### src/rtl/hist_decomp_pkg.sv
// Shared types and helpers for the N-stream histogram decompressor.
package hist_decomp_pkg;

  typedef enum logic [1:0] {IDLE, RUN, DRAIN} state_t;

  localparam int MAX_BINS = 16;

  function automatic int num_bins(input int num_streams);
    return 1 << num_streams;
  endfunction

  // A sum of 2^ns values of cnt_w bits needs ns extra bits to never overflow.
  function automatic int sum_width(input int cnt_w, input int num_streams);
    return cnt_w + num_streams;
  endfunction

  // First set bit of nz at or after position first, wrapping modulo nbins.
  function automatic int select_bin(input logic [MAX_BINS-1:0] nz, input int first,
                                    input int nbins);
    int   idx;
    int   result;
    logic found;
    result = 0;
    found  = 1'b0;
    for (int i = 0; i < MAX_BINS; i++) begin
      idx = (first + i) % nbins;
      if (!found && i < nbins && nz[idx]) begin
        result = idx;
        found  = 1'b1;
      end
    end
    return result;
  endfunction

endpackage

### src/rtl/lfsr_galois.sv
// Right-shifting Galois LFSR; load (reseed) wins over step.
module lfsr_galois #(
  parameter int                LFSR_W    = 16,
  parameter logic [LFSR_W-1:0] LFSR_TAPS = 16'hB400,
  parameter logic [LFSR_W-1:0] LFSR_SEED = 16'hACE1
) (
  input  logic              clk,
  input  logic              rst_n,
  input  logic              load,
  input  logic              step,
  output logic [LFSR_W-1:0] q
);

  always_ff @(posedge clk or negedge rst_n) begin
    if (!rst_n) begin
      q <= LFSR_SEED;
    end else if (load) begin
      q <= LFSR_SEED;
    end else if (step) begin
      q <= q[0] ? ((q >> 1) ^ LFSR_TAPS) : (q >> 1);
    end
  end

endmodule

### src/rtl/hist_decompressor_nch.sv
// Rebuilds NUM_STREAMS correlated unary bitstreams from a joint histogram,
// emitting one joint symbol per accepted beat in LFSR-shuffled order.
module hist_decompressor_nch
  import hist_decomp_pkg::*;
#(
  parameter int                NUM_STREAMS   = 2,
  parameter int                STREAM_LENGTH = 128,
  parameter int                CNT_W         = $clog2(STREAM_LENGTH + 1),
  parameter int                LFSR_W        = 16,
  parameter logic [LFSR_W-1:0] LFSR_TAPS     = 16'hB400,
  parameter logic [LFSR_W-1:0] LFSR_SEED     = 16'hACE1
) (
  input  logic                                  clk,
  input  logic                                  rst_n,
  input  logic                                  start,
  input  logic [num_bins(NUM_STREAMS)*CNT_W-1:0] counts,
  output logic                                  busy,
  output logic                                  err,
  output logic [NUM_STREAMS-1:0]                out_bits,
  output logic                                  out_valid,
  input  logic                                  out_ready,
  output logic                                  done
);

  localparam int NUM_BINS = num_bins(NUM_STREAMS);
  localparam int SUM_W    = sum_width(CNT_W, NUM_STREAMS);

  state_t                   state;
  logic [CNT_W-1:0]         cnt [NUM_BINS];
  logic [CNT_W-1:0]         remaining;
  logic [SUM_W-1:0]         sum;
  logic [MAX_BINS-1:0]      nz;
  logic [NUM_STREAMS-1:0]   sel_idx;
  logic [LFSR_W-1:0]        lfsr_q;
  logic                     slot_free;
  logic                     sum_ok;
  logic                     lfsr_load;
  logic                     lfsr_step;

  always_comb begin
    sum = '0;
    nz  = '0;
    for (int b = 0; b < NUM_BINS; b++) begin
      sum   = sum + SUM_W'(counts[b*CNT_W +: CNT_W]);
      nz[b] = (cnt[b] != '0);
    end
  end

  // Scan starts at the LFSR's low bits; modulo NUM_BINS keeps only those bits.
  assign sel_idx   = NUM_STREAMS'(select_bin(nz, int'(lfsr_q), NUM_BINS));
  assign sum_ok    = (sum == SUM_W'(STREAM_LENGTH));
  assign slot_free = !out_valid || out_ready;
  assign lfsr_load = (state == IDLE) && start && sum_ok;
  assign lfsr_step = (state == RUN) && slot_free;
  assign busy      = (state != IDLE);

  lfsr_galois #(
    .LFSR_W    (LFSR_W),
    .LFSR_TAPS (LFSR_TAPS),
    .LFSR_SEED (LFSR_SEED)
  ) u_lfsr (
    .clk   (clk),
    .rst_n (rst_n),
    .load  (lfsr_load),
    .step  (lfsr_step),
    .q     (lfsr_q)
  );

  always_ff @(posedge clk or negedge rst_n) begin
    if (!rst_n) begin
      state     <= IDLE;
      remaining <= '0;
      out_bits  <= '0;
      out_valid <= 1'b0;
      err       <= 1'b0;
      done      <= 1'b0;
      for (int b = 0; b < NUM_BINS; b++) cnt[b] <= '0;
    end else begin
      err  <= 1'b0;
      done <= 1'b0;
      case (state)
        IDLE: begin
          if (start) begin
            if (sum_ok) begin
              for (int b = 0; b < NUM_BINS; b++) cnt[b] <= counts[b*CNT_W +: CNT_W];
              remaining <= CNT_W'(STREAM_LENGTH);
              state     <= RUN;
            end else begin
              err <= 1'b1;
            end
          end
        end
        RUN: begin
          if (slot_free) begin
            out_bits     <= sel_idx;
            out_valid    <= 1'b1;
            cnt[sel_idx] <= cnt[sel_idx] - CNT_W'(1);
            remaining    <= remaining - CNT_W'(1);
            if (remaining == CNT_W'(1)) state <= DRAIN;
          end
        end
        DRAIN: begin
          if (out_valid && out_ready) begin
            out_valid <= 1'b0;
            done      <= 1'b1;
            state     <= IDLE;
          end
        end
        default: state <= IDLE;
      endcase
    end
  end

endmodule

### config.mk
export PLATFORM = sky130hd
export DESIGN_NAME = hist_decompressor_nch
export DESIGN_NICKNAME = d
export VERILOG_FILES = /design/src/rtl/hist_decomp_pkg.sv /design/src/rtl/lfsr_galois.sv /design/src/rtl/hist_decompressor_nch.sv
export SDC_FILE = /design/constraint.sdc
export NUM_CORES = 1
export LEC_CHECK = 0
export ABC_AREA = 1
export CORE_ASPECT_RATIO = 1.75
export CORE_MARGIN = 3
export CORE_UTILIZATION = 35
export CTS_BUF_LIST = sky130_fd_sc_hd__clkbuf_4 sky130_fd_sc_hd__clkbuf_8
export DETAILED_ROUTE_END_ITERATION = 7
export HOLD_SLACK_MARGIN = 0.15
export PLACE_DENSITY = 0.62
export SLEW_MARGIN = 0
export SYNTH_ARGS = -nofsm -noshare
export SYNTH_HDL_FRONTEND = slang
export SYNTH_HIERARCHICAL = 1
export SYNTH_SLANG_ARGS = --single-unit
### constraint.sdc
create_clock -name clk -period 3.92 [get_ports clk]
set_input_delay 0.588 -clock clk [delete_from_list [all_inputs] [get_ports clk]]
set_output_delay 0.588 -clock clk [all_outputs]
set_load 0.01 [all_outputs]
Yosys cells after proc, flatten, opt, wreduce, memory -nomap -nowiden

Index checks and enable logic that the tools add are counted.

$add $sub $neg: 8
$lt $le $gt $ge: 6
Eq/ne operators: 9
Multiplexer cells: 49
Bitwise logic cells: 5
Reduce and logical (&&, ||, !) cells: 29

Operators by type and width:

| cell                                                | count |
|---|---|
| 2-to-1 mux 32 bit                                   | 3 |
| case mux 32 bit (2 select lines)                    | 1 |
| 2-to-1 mux 16 bit                                   | 3 |
| 2-to-1 mux 8 bit                                    | 6 |
| bitwise mux 32 bit                                  | 1 |
| nonzero test 8 bit                                  | 4 |
| < comparator 3 x 6 -> 1 bit (second input constant) | 3 |
| 2-to-1 mux 2 bit                                    | 9 |
| 2-to-1 mux 1 bit                                    | 17 |
| binary-select mux 8 bit (select 2 bit)              | 1 |
| demux 8 bit (select 2 bit)                          | 1 |
| case mux 8 bit (2 select lines)                     | 1 |
| subtractor 8 x 1 -> 8 bit (second input constant)   | 2 |
| adder 10 x 8 -> 10 bit                              | 1 |
| adder 9 x 8 -> 10 bit                               | 1 |
| == test 10 x 8 -> 1 bit (second input constant)     | 1 |
| adder 8 x 8 -> 9 bit                                | 1 |
| binary-select mux 1 bit (select 3 bit)              | 3 |
| == test 8 x 1 -> 1 bit (second input constant)      | 1 |
| logical AND 1 bit                                   | 8 |
| inequality test 2 bit (second input constant)       | 4 |
| nonzero test 2 bit                                  | 4 |
| case mux 2 bit (3 select lines)                     | 1 |
| OR reduction 2 bit                                  | 3 |
| other kinds (20)                                    | 26 |

Bits in registers: 63
Input port bits: 36
Output and inout port bits: 6
Logic and storage cells: 117

Longest topological paths before layout

Gate-level depths: netlist of run 1.

Word-level depth: 22
Gate-level depth with buffers: 25
Mapped depth without buffers: 25

Modules after synthesis

The synthesis of run 1 kept the hierarchy.

By module, submodules not included:

| module                | instances | cells an instance | area each (µm²) | seq. area each (µm²) |
|---|---|---|---|---|
| hist_decompressor_nch | 1         | 500               | 3714.8          | 1176.1 |
| lfsr_galois           | 1         | 76                | 699.4           | 410.4 |

Least setup slack after synthesis of run 1

No wires, ideal clock.

Path type: input -> register
From: input counts[1]
To: register cnt[18] in the netlist's numbering
Library setup time: 77 ps
Arrival time: 3735 ps
Data required time: 3843 ps
Setup slack: 107 ps
Stages: 18
Path through: fa_1 -> fa_1 -> ha_1 -> inv_1 -> fa_1 -> xor2_1 -> o21ai_0 -> a21oi_1 -> nand3_1 -> a21oi_1 -> o211ai_1 -> nand2_1 -> nand3_1 -> inv_2 -> nand2_1 -> inv_1 -> nor2_1 -> a21oi_1

Longest elaborated chain between the ends: 6

Ends and longest elaborated chain:

| item                                   | line                        | RTL |
|---|---|---|
| from (decl)                            | hist_decompressor_nch.sv:16 | `input logic [num_bins(NUM_STREAMS)*CNT_W-1:0] counts,` |
| adder 8 x 8 -> 9 bit                   | hist_decompressor_nch.sv:44 | `sum = sum + SUM_W'(counts[b*CNT_W +: CNT_W]);` |
| adder 9 x 8 -> 10 bit                  | hist_decompressor_nch.sv:44 |  |
| adder 10 x 8 -> 10 bit                 | hist_decompressor_nch.sv:44 |  |
| == test 10 x 8 -> 1 bit                | hist_decompressor_nch.sv:51 | `assign sum_ok = (sum == SUM_W'(STREAM_LENGTH));` |
| inequality test 2 bit (no source line) | -                           |  |
| AND reduction 4 bit (no source line)   | -                           |  |
| to (signal, indexed assignment)        | hist_decompressor_nch.sv:97 | `cnt[sel_idx] <= cnt[sel_idx] - CNT_W'(1);` |
| to (decl)                              | hist_decompressor_nch.sv:29 | `logic [CNT_W-1:0] cnt [NUM_BINS];` |

Every way passes these cells.
A chain may end at the register's enable or synchronous reset.

Worst setup path in the final report of run 1

From: input counts[14]
To: register cnt[0] in the netlist's numbering

Same word-level chain as after synthesis.

==> results of run 1 <==
[worst paths after layout]
path	startpoint	endpoint	cells after the start
worst max register to register	cnt[28]	cnt[9]	19
worst max-delay path	counts[14]	cnt[0]	19
worst min-delay path	rst_n	remaining[5]	1
worst min register to register	u_lfsr/q[6]	u_lfsr/q[6]	2
min in group clk	u_lfsr/q[6]	u_lfsr/q[6]	2
max in group asynchronous	rst_n	cnt[30]	2
[registers in the layout, indices dropped and copies added (netlist names)]
| signal | cells |
|---|---|
| cnt | 32 |
| remaining | 8 |
| err | 1 |
| done | 1 |
| state | 2 |
| u_lfsr/q | 16 |
| out_valid | 1 |
| out_bits | 2 |
[layout by cell type (no fill, tap or decap), drive strengths merged]
cell type / count
dlymetal6s2s: 1
dlygate4sd2: 6
bufinv: 1
a21oi: 66
o211ai: 3
a22oi: 4
dfstp: 8
o31ai: 3
xor2: 5
nor2: 81
nor3: 2
dfrtp: 55
fa: 16
ha: 12
nand3b: 2
clkinv: 5
clkbuf: 11
nand4: 5
a32oi: 1
or2: 4
o41ai: 1
o21a: 1
nor4: 2
inv: 58
nand3: 56
buf: 49
clkdlybuf4s15: 1
o21ai: 27
a21boi: 1
nand2: 155
xnor2: 2
clkdlybuf4s50: 30
clkinvlp: 1
[critical path: stages]
cell and delay, ps:
clkdlybuf4s50_1 490, inv_1 60, fa_1 470, fa_1 500, inv_1 60, ha_4 270, buf_4 110, a21oi_1 50
nor4_2 230, nand3_1 110, a21oi_1 130, o211ai_1 130, nand2_1 100, nand3_2 90, inv_4 100, buf_6 130
o21ai_4 90, a21oi_1 250, a22oi_2 90
[power by group through the flow]
stage | combinational, mW | sequential, mW | clock [mW]
2_1_floorplan | 0.748 | 0.848 | 0
3_3_place_gp | 1.04 | 0.880 | 0
3_5_place_dp | 1.06 | 0.883 | 0
4_1_cts | 1.08 | 0.872 | 0.590
5_1_grt | 1.27 | 0.886 | 0.617
6_report | 1.13 | 0.872 | 0.576
[layer usage]
| metal | track usage (%) | wire length (um) |
|---|---|---|
| met4 | 14.9 | 1090 |
| met1 | 19.7 | 4860 |
| met2 | 37.4 | 7590 |
| met5 | 0 | 0 |
| met3 | 2.77 | 328 |
[area by class of cell]
class | count | area, sq um
Tap cell | 165 | 206
Multi-Input combinational cell | 449 | 2710
Inverter | 58 | 233
Sequential cell | 63 | 1590
Clock inverter | 7 | 73.8
Timing Repair Buffer | 89 | 766
Fill cell | 1239 | 6510
Clock buffer | 9 | 124
[kinds of logic after synthesis]
| kind of cell | count (synthesis) | synth area share [%] |
|---|---|---|
| simple gates | 307 | 32.2 |
| compound gates | 105 | 13.4 |
| buf+inv | 66 | 6.18 |
| fa+ha+maj | 28 | 10.7 |
| flops | 63 | 35.9 |
| xor+xnor | 7 | 1.56 |
[repair_timing]
action,4_1_cts,5_1_grt
buffers inserted,0,2
endpoints found under the setup margin,51,52
gates resized for setup,22,31
cloned,1,1
pin swaps,9,12
[stage by stage]
stage	instance area (sq um)	worst slack (ps)	power, mW	TNS, ps	utilization [%]
6_report	5690	79.3	2.58	0	46.7
5_1_grt	5690	-102	2.77	-1570	46.7
4_1_cts	5560	2.00	2.54	0	45.6
3_5_place_dp	5320	-624	1.95	-27560	43.6
3_3_place_gp	5320	-503	1.92	-22980	43.6
2_1_floorplan	4410	107	1.60	0	-
==> impl_results.md, run 1 <==
- Top post-synthesis cells by count: 142 x nand2_1, 67 x nor2_1, 64 x a21oi_1, 55 x dfrtp_1, 50 x nand3_1
- Global-route wire length before repair: 21,800 um
- Final WL: 13,900 um
- Final hold violations: 0
- Remaining number of nets flagged by the antenna check after routing: 0
- Cell area after technology mapping: 0.00441 sq mm
- Vias in the first global route: 4,467
- Cell leakage power: 2.71 nW
- Clock slew at reported path FFs: 80 ps
- Overall global routing resource usage: 20.0%
- Die Footprint: 0.0140 sq mm
- Number of inserted diodes: 0
- Port Buffer Count: 41
- Power per Cell Area: 454 mW/mm^2
- Fraction of final layout cells sized beyond drive strength 1: 23.1%
- Post-route fraction of the period consumed by the critical path: 98.0%
- Required arrival time at the worst endpoint: 4140 ps
- First-pass iteration count of the detailed router: 5
- EDFF count, synth: 0
- X dimension of the die: 90.9 um
- Worst Hold Margin: 361 ps
- Worst-case headroom to the max-slew limit: 37.6%
- Remaining global-route overflow: 0
- Worst EP arrival: 4070 ps
- Number of buffers on the longest clock path: 2
- Critical-path maximum fanout: 5
- Pin count of the biggest net entering global routing: 47
- FF+latch count, synth: 63
- Run status: completed
- Final Max Tran Viols: 0
- IO Count: 42
- Die height: 155 um
- Net switching power: 1.09 mW
- Number of DRC violations after detailed-routing iteration 0: 307
- WS Path Type: input pin to flip-flop
- DP HPWL: 11,000 um
- Crit start category: input pin
- Largest area contributor in the synthesized netlist: dfrtp_1
- Net count after synthesis: 640
- Global placer's final weighted congestion: 0.907
- Final Critical Period: 3840 ps
- Count leader, synth: nand2_1
- TritonCTS clock tree: done
- Row Count: 53
- Initial core utilization: 36.2%
- Part of the total power dissipated in combinational logic: 43.9%
- Warning count from the yosys run: 6
- Cell at the root of the clock tree: clkbuf_8
- Register-to-Register Setup Slack: 420 ps
- Unique masters post-synth: 41
- Count of endpoints failing setup in the final report: 0
- Clock skew after layout: 8.59 ps
- Later-pin clock latency in the skew report: 360 ps
- Hold-fix buffers, CTS: 0
- Share of the synthesized area in the top cell type: 31.2%
- Fraction of power consumed by the clock network: 22.3%
- Transition time of the tightest slew-check pin: 937 ps
- Sequential element share of the synthesized area: 35.9%
- CTS Buf Count: 9
- Number of standard cells after synthesis: 576
- Core area: 0.0122 sq mm
- Fmax: 260 MHz
- Instance count after placement with tap cells included: 820
- Hold Crit Class: input pin to asynchronous set/reset pin
- Synth Area per Inst: 7.66 sq um
- Area growth from synthesis to final layout: 29.0%
- Via density per instance: 5.09
- Reported max-cap violation count: 0
- Final Non-Filler Cells: 840
- Reg power frac: 33.8%
- Maximum VDD drop: 0.203 mV
- Most common flop cell mapped by yosys: dfrtp_1
- Number of sinks on the clock net: 63
- Async set-or-reset flop fraction in the synthesized netlist: 100%
- Number of nets in the layout: 734
- Number of antenna violations at the first check in global routing: 0
- Switching share of power: 42.4%
- Detailed-route wire length per cell: 16.5 um
- Endpoint kind of the worst setup timing path: flip-flop
- Residual DRC: 0
- Maximum level of the CTS H-tree: 3
- Top cells by area in the synthesized netlist: dfrtp_1 31%, nand2_1 12%, a21oi_1 7.3%
- Internal power: 1.49 mW
- Total number of vias: 4,279
No activity file was read; power rests on OpenSTA's default activity.
==> inputs of run 2 (changes only) <==
Settings changed: CORE_MARGIN 3 to 2.
==> impl_results.md, run 2 (synthesized netlist as in run 1, its figures left out) <==
- Worst-case headroom to the max-slew limit: 42.0% (+4.5 points)
- Core area: 0.0124 sq mm (+1.3%)
- Critical-path maximum fanout: 6 (+1)
- Later-pin clock latency in the skew report: 350 ps (about the same)
- Residual DRC: 0 (unchanged)
- Clock slew at reported path FFs: 70 ps (about the same)
- Cell at the root of the clock tree: clkbuf_8
- Number of antenna violations at the first check in global routing: 0 (unchanged)
- Critical path, cell by cell: clkdlybuf4s50_1 -> inv_1 -> fa_1 -> fa_1 -> inv_1 -> ha_1 -> buf_4 -> a21oi_1 -> nor4_1 -> nand3_1 -> a21oi_2 -> o211ai_1 -> nand2_1 -> nand3_2 -> clkinv_4 -> buf_6 -> nand3_1 -> or2_2 -> nand3_2
- Remaining global-route overflow: 0 (unchanged)
- Category of cells accounting for the largest share of critical-path delay: adder cells
- Number of nets in the layout: 748 (+1.9%)
- Most flops, register: cnt
- Required arrival time at the worst endpoint: 4210 ps (+70 ps)
- Cell leakage power: 2.83 nW (+4.4%)
- Via density per instance: 5.08 (-0.22%)
- WS Path Type: input pin to flip-flop
- Final hold violations: 0 (unchanged)
- Post-route fraction of the period consumed by the critical path: 96.2% (-1.8 points)
- CTS Buf Count: 9 (unchanged)
- Overall global routing resource usage: 21.7% (+1.7 points)
- Number of sinks on the clock net: 63 (unchanged)
- Top library cells by usage in the layout, fill and taps aside: 141 x nand2_1, 63 x nor2_1, 60 x a21oi_1
- Row Count: 54 (+1.9%)
- CP bufs+invs: 6 (unchanged)
- Worst Hold Margin: 225 ps (-136 ps)
- Area growth from synthesis to final layout: 32.9%
- Maximum VDD drop: 0.170 mV (-16%)
- DP HPWL: 11,200 um (+2.2%)
- Number of buffers on the longest clock path: 2 (unchanged)
- Flip-flop count of the largest register, all copies and words added: 32 (unchanged)
- Worst r2r dst: cnt[9]
- TritonCTS clock tree: done
- Global placer's final weighted congestion: 0.917 (+1.1%)
- Die Footprint: 0.0136 sq mm (-3.5%)
- Start of the worst register-to-register path: cnt[20]
- Final Max Tran Viols: 0 (unchanged)
- Initial core utilization: 35.7% (-0.48 points)
- Internal power: 1.70 mW (+14%)
- Die height: 153 um (-1.3%)
- Fraction of power consumed by the clock network: 27.6% (+5.3 points)
- Power per Cell Area: 478 mW/mm^2 (+5.4%)
- Worst EP arrival: 4060 ps (about the same)
- Maximum cell stage delay along the critical path: 500 ps (about the same)
- Hold Crit Class: input pin to asynchronous set/reset pin
- Hold-fix buffers, CTS: 0 (unchanged)
- Endpoint kind of the worst setup timing path: flip-flop
- IO Count: 42 (unchanged)
- Final Critical Period: 3770 ps (-69.7 ps)
- Pin count of the biggest net entering global routing: 46 (-2.1%)
- Port Buffer Count: 41 (unchanged)
- Total power after layout: 2.80 mW (+8.6%)
- Run status: completed
- Fmax: 265 MHz (+1.8%)
- Switching share of power: 39.4% (-3.0 points)
- Part of the total power dissipated in combinational logic: 41.3% (-2.6 points)
- Crit start category: input pin
- Detailed-route wire length per cell: 16.4 um (-0.64%)
- Reported max-cap violation count: 0 (unchanged)
- Net switching power: 1.10 mW (+0.96%)
- Count of endpoints failing setup in the final report: 0 (unchanged)
- Transition time of the tightest slew-check pin: 868 ps (-68.7 ps)
- Clock skew after layout: 9.70 ps (+1.12 ps)
- Remaining number of nets flagged by the antenna check after routing: 0 (unchanged)
- Number of DRC violations after detailed-routing iteration 0: 240 (-22%)
- Global-route wire length before repair: 22,300 um (+2.3%)
- Total number of vias: 4,356 (+1.8%)
- Slowest stage cell on the critical path: fa_1
- Register-to-Register Setup Slack: 310 ps (-110 ps)
- Largest registers in the final layout: cnt (32), u_lfsr/q (16), remaining (8)
- Number of inserted diodes: 0 (unchanged)
- First-pass iteration count of the detailed router: 6 (+1)
- Vias in the first global route: 4,485 (+0.40%)
- Fraction of final layout cells sized beyond drive strength 1: 24.7% (+1.6 points)
- Reg2Reg Depth: 21 (+2)
- Most common library cell in the layout ignoring fill and taps: nand2_1
- Final WL: 14,100 um (+1.4%)
- X dimension of the die: 88.9 um (-2.2%)
- Maximum level of the CTS H-tree: 3 (unchanged)
- Reg power frac: 31.1% (-2.7 points)
[run 2: power groups by stage]
stage | combinational [mW] | clock, mW | sequential, mW
2_1_floorplan | 0.748 | 0 | 0.848
3_3_place_gp | 1.06 | 0 | 0.880
3_5_place_dp | 1.08 | 0 | 0.883
4_1_cts | 1.09 | 0.779 | 0.871
5_1_grt | 1.28 | 0.806 | 0.887
6_report | 1.16 | 0.773 | 0.873
[run 2: timing repair]
item                       CTS  global route
hold endpoints to repair     0             0
pin swaps                    8            18
setup endpoints to repair   52            52
buffers inserted             0             7
resized for setup           27            32
cloned                       0             1
[run 2: cell type report]
type                    instances  area, sq um
clock buffers                   9          124
clock inverters                 7          145
fillers                      1233         6500
inverters                      58          235
multi-input cells             448         2680
flip-flops and latches         63         1590
well taps                     168          210
repair buffers                104          890
[run 2: layer usage]
| metal | up-vias | global-route usage (%) | share of wire [%] |
|---|---|---|---|
| met5 | - | 0 | 0 |
| met3 | 40 | 2.60 | 2.3 |
| li1 | 2104 | - | - |
| met2 | 99 | 40.0 | 56 |
| met4 | 0 | 11.5 | 5.5 |
| met1 | 2113 | 22.7 | 36 |
[run 2: stage by stage]
step	TNS [ps]	util (%)	instances	cell area [sq um]	setup slack, ps
after floorplan	0	-	576	4410	107
after global placement	-24050	43.7	833	5400	-521
after detailed placement	-27490	43.7	833	5400	-660
after CTS	-89.8	46.3	849	5720	-25.4
after global routing	-186	47.5	857	5870	-31.9
final	0	47.5	857	5870	149
[run 2: how the worst max path moves through the flow]
stage	startpoint	endpoint	slack, ps	cells past startpoint
2_1_floorplan	counts[1]	cnt[18]	110	18
3_3_place_gp	counts[1]	cnt[19]	-520	20
3_5_place_dp	counts[9]	cnt[18]	-660	19
4_1_cts	counts[22]	u_lfsr/q[13]	-30	20
5_1_grt	counts[9]	u_lfsr/q[12]	-30	20
6_report	counts[14]	remaining[7]	150	19
==> inputs of run 3 (changes only) <==
Settings changed: SETUP_SLACK_MARGIN set to 0.3.
==> impl_results.md, run 3 (synthesized netlist as in run 1, its figures left out) <==
- Run status: completed
- Number of buffers on the longest clock path: 2 (unchanged)
- Post-Route M1 WL: 4890 um (-3.5%)
- Fmax: 276 MHz (+4.2%)
- Area growth from synthesis to final layout: 33.0% (about the same)
- Endpoint kind of the worst setup timing path: flip-flop
- IO Count: 42 (unchanged)
- Number of antenna violations at the first check in global routing: 0 (unchanged)
- Internal power: 1.52 mW (-11%)
- Post-route fraction of the period consumed by the critical path: 92.3% (-3.9 points)
- Residual DRC: 0 (unchanged)
- Detailed-route wire length per cell: 16.6 um (+1.5%)
- Fraction of final layout cells sized beyond drive strength 1: 27.4% (+2.7 points)
- TritonCTS clock tree: done
- Pin count of the biggest net entering global routing: 49 (+6.5%)
- Port Buffer Count: 41 (unchanged)
- Number of nets in the layout: 739 (-1.2%)
- Clock skew after layout: 8.99 ps (-0.709 ps)
- WS Path Type: input pin to flip-flop
- Reported max-cap violation count: 0 (unchanged)
- Vias in the first global route: 4,501 (+0.36%)
- Cell at the root of the clock tree: clkbuf_8
- Part of the total power dissipated in combinational logic: 44.6% (+3.3 points)
- Die height: 153 um (unchanged)
- Most common library cell in the layout ignoring fill and taps: nand2_1
- Flip-flop count of the largest register, all copies and words added: 32 (unchanged)
- Summed area of non-filler cells in the final layout: 0.00587 sq mm (about the same)
- Global-route wire length before repair: 22,600 um (+1.1%)
- Number of sinks on the clock net: 63 (unchanged)
- Total power after layout: 2.62 mW (-6.6%)
- Critical-path maximum fanout: 5 (-1)
- Final Critical Period: 3620 ps (-154 ps)
- Net switching power: 1.10 mW (-0.25%)
- Hold Crit Class: input pin to asynchronous set/reset pin
- Via density per instance: 5.20 (+2.3%)
- Number of inserted diodes: 0 (unchanged)
- Cell leakage power: 2.78 nW (-1.6%)
- Crit start category: input pin
- Count of endpoints failing setup in the final report: 0 (unchanged)
- Routed wire length on met2: 8030 um (+1.9%)
- Hold-fix buffers, CTS: 0 (unchanged)
- Required arrival time at the worst endpoint: 4150 ps (-60 ps)
- X dimension of the die: 88.9 um (unchanged)
- Remaining number of nets flagged by the antenna check after routing: 0 (unchanged)
- Final Max Tran Viols: 0 (unchanged)
- Worst EP arrival: 3840 ps (-220 ps)
- Later-pin clock latency in the skew report: 360 ps (about the same)
- Remaining global-route overflow: 0 (unchanged)
- Most flops, register: cnt
- Largest registers in the final layout: cnt (32), u_lfsr/q (16), remaining (8)
- Reg2Reg Depth: 22 (+4.8%)
- Maximum VDD drop: 0.177 mV (+3.8%)
- Worst-case headroom to the max-slew limit: 32.8% (-9.3 points)
- Highest metal used: met4
- Power per Cell Area: 446 mW/mm^2 (-6.6%)
- Total Neg Setup Slack: 0 ps (unchanged)
- Core area: 0.0124 sq mm (unchanged)
- Top library cells by usage in the layout, fill and taps aside: 138 x nand2_1, 57 x nor2_1, 56 x a21oi_1
- Final hold violations: 0 (unchanged)
- Area after DPL: 0.00533 sq mm (-1.4%)
- Setup repair after global routing missed its margin: yes
- CTS Buf Count: 9 (unchanged)
- Row Count: 54 (unchanged)
- Total length of routed met3 wires: 427 um (+31%)
- Global placer's final weighted congestion: 0.915 (-0.29%)
- Maximum level of the CTS H-tree: 3 (unchanged)
- Clock slew at reported path FFs: 70 ps (about the same)
- Overall global routing resource usage: 21.9% (+0.19 points)
- Total number of vias: 4,410 (+1.2%)
- Die Footprint: 0.0136 sq mm (unchanged)
- DP HPWL: 10,900 um (-3.0%)
- Number of DRC violations after detailed-routing iteration 0: 309 (+29%)
- Fraction of power consumed by the clock network: 22.0% (-5.6 points)
- Initial core utilization: 35.7% (unchanged)
- Transition time of the tightest slew-check pin: 1010 ps (+141 ps)
- First-pass iteration count of the detailed router: 7 (+1)
- Switching share of power: 42.1% (+2.7 points)
- Reg power frac: 33.4% (+2.3 points)
- Final WL: 14,100 um (+0.41%)
run 3: critical path, cell delays in order:
cell and delay (ps):
clkdlybuf4s50_1 470, fa_1 580, fa_1 460, ha_4 280, a21oi_1 110, o21ai_0 120
nand2_1 80, nand3_1 80, a21oi_1 120, o211ai_1 130, nand2_1 130, nand3_4 90
clkinv_4 80, buf_6 130, o21ai_4 90, a21oi_1 190, a22oi_1 110
run 3: power by group through the flow:
stage	Sequential (mW)	Clock (mW)	Combinational, mW
after floorplan	0.848	0	0.749
after global placement	0.875	0	1.05
after detailed placement	0.878	0	1.07
after CTS	0.871	0.585	1.13
after global routing	0.888	0.617	1.29
final	0.875	0.577	1.17
run 3: final timing paths:
| path | start | endpoint | slack [ps] |
|---|---|---|---|
| min in group clk | u_lfsr/q[6] | u_lfsr/q[6] | 470 |
| worst max-delay path | counts[4] | cnt[0] | 300 |
| worst min-delay path | rst_n | remaining[1] | 280 |
| worst min register to register | u_lfsr/q[6] | u_lfsr/q[6] | 470 |
| worst max register to register | cnt[6] | cnt[10] | 400 |
| max in group asynchronous | rst_n | u_lfsr/q[11] | 2670 |
run 3: repair_timing:
item,CTS,global route
endpoints found under the setup margin,56,57
gates cloned,3,0
pin swaps,28,14
buffers inserted,6,4
resized for setup,75,28
run 3: cell type report:
class                      instances  area [sq um]
clock buffer                      10           138
timing repair buffer              93           815
inverter                          58           248
sequential                        63          1590
fill                            1250          6490
tap                              168           210
clock inverter                     6          60.1
multi-input combinational        450          2810
run 3: stage by stage:
stage                     instances  worst slack, ps  hold slack [ps]  util (%)
after floorplan                 576              292              292         -
after CTS                       844              176              293      46.5
after global routing            848             83.8              325      47.5
final                           848              303              276      47.5
after global placement          819             -525              459      43.1
after detailed placement        819             -596              466      43.1
run 3: layer usage:
metal,vias to the layer above,global-route usage (%)
met2,131,40.7
met4,0,11.5
li1,2096,-
met1,2128,22.3
met3,55,3.20
met5,-,0
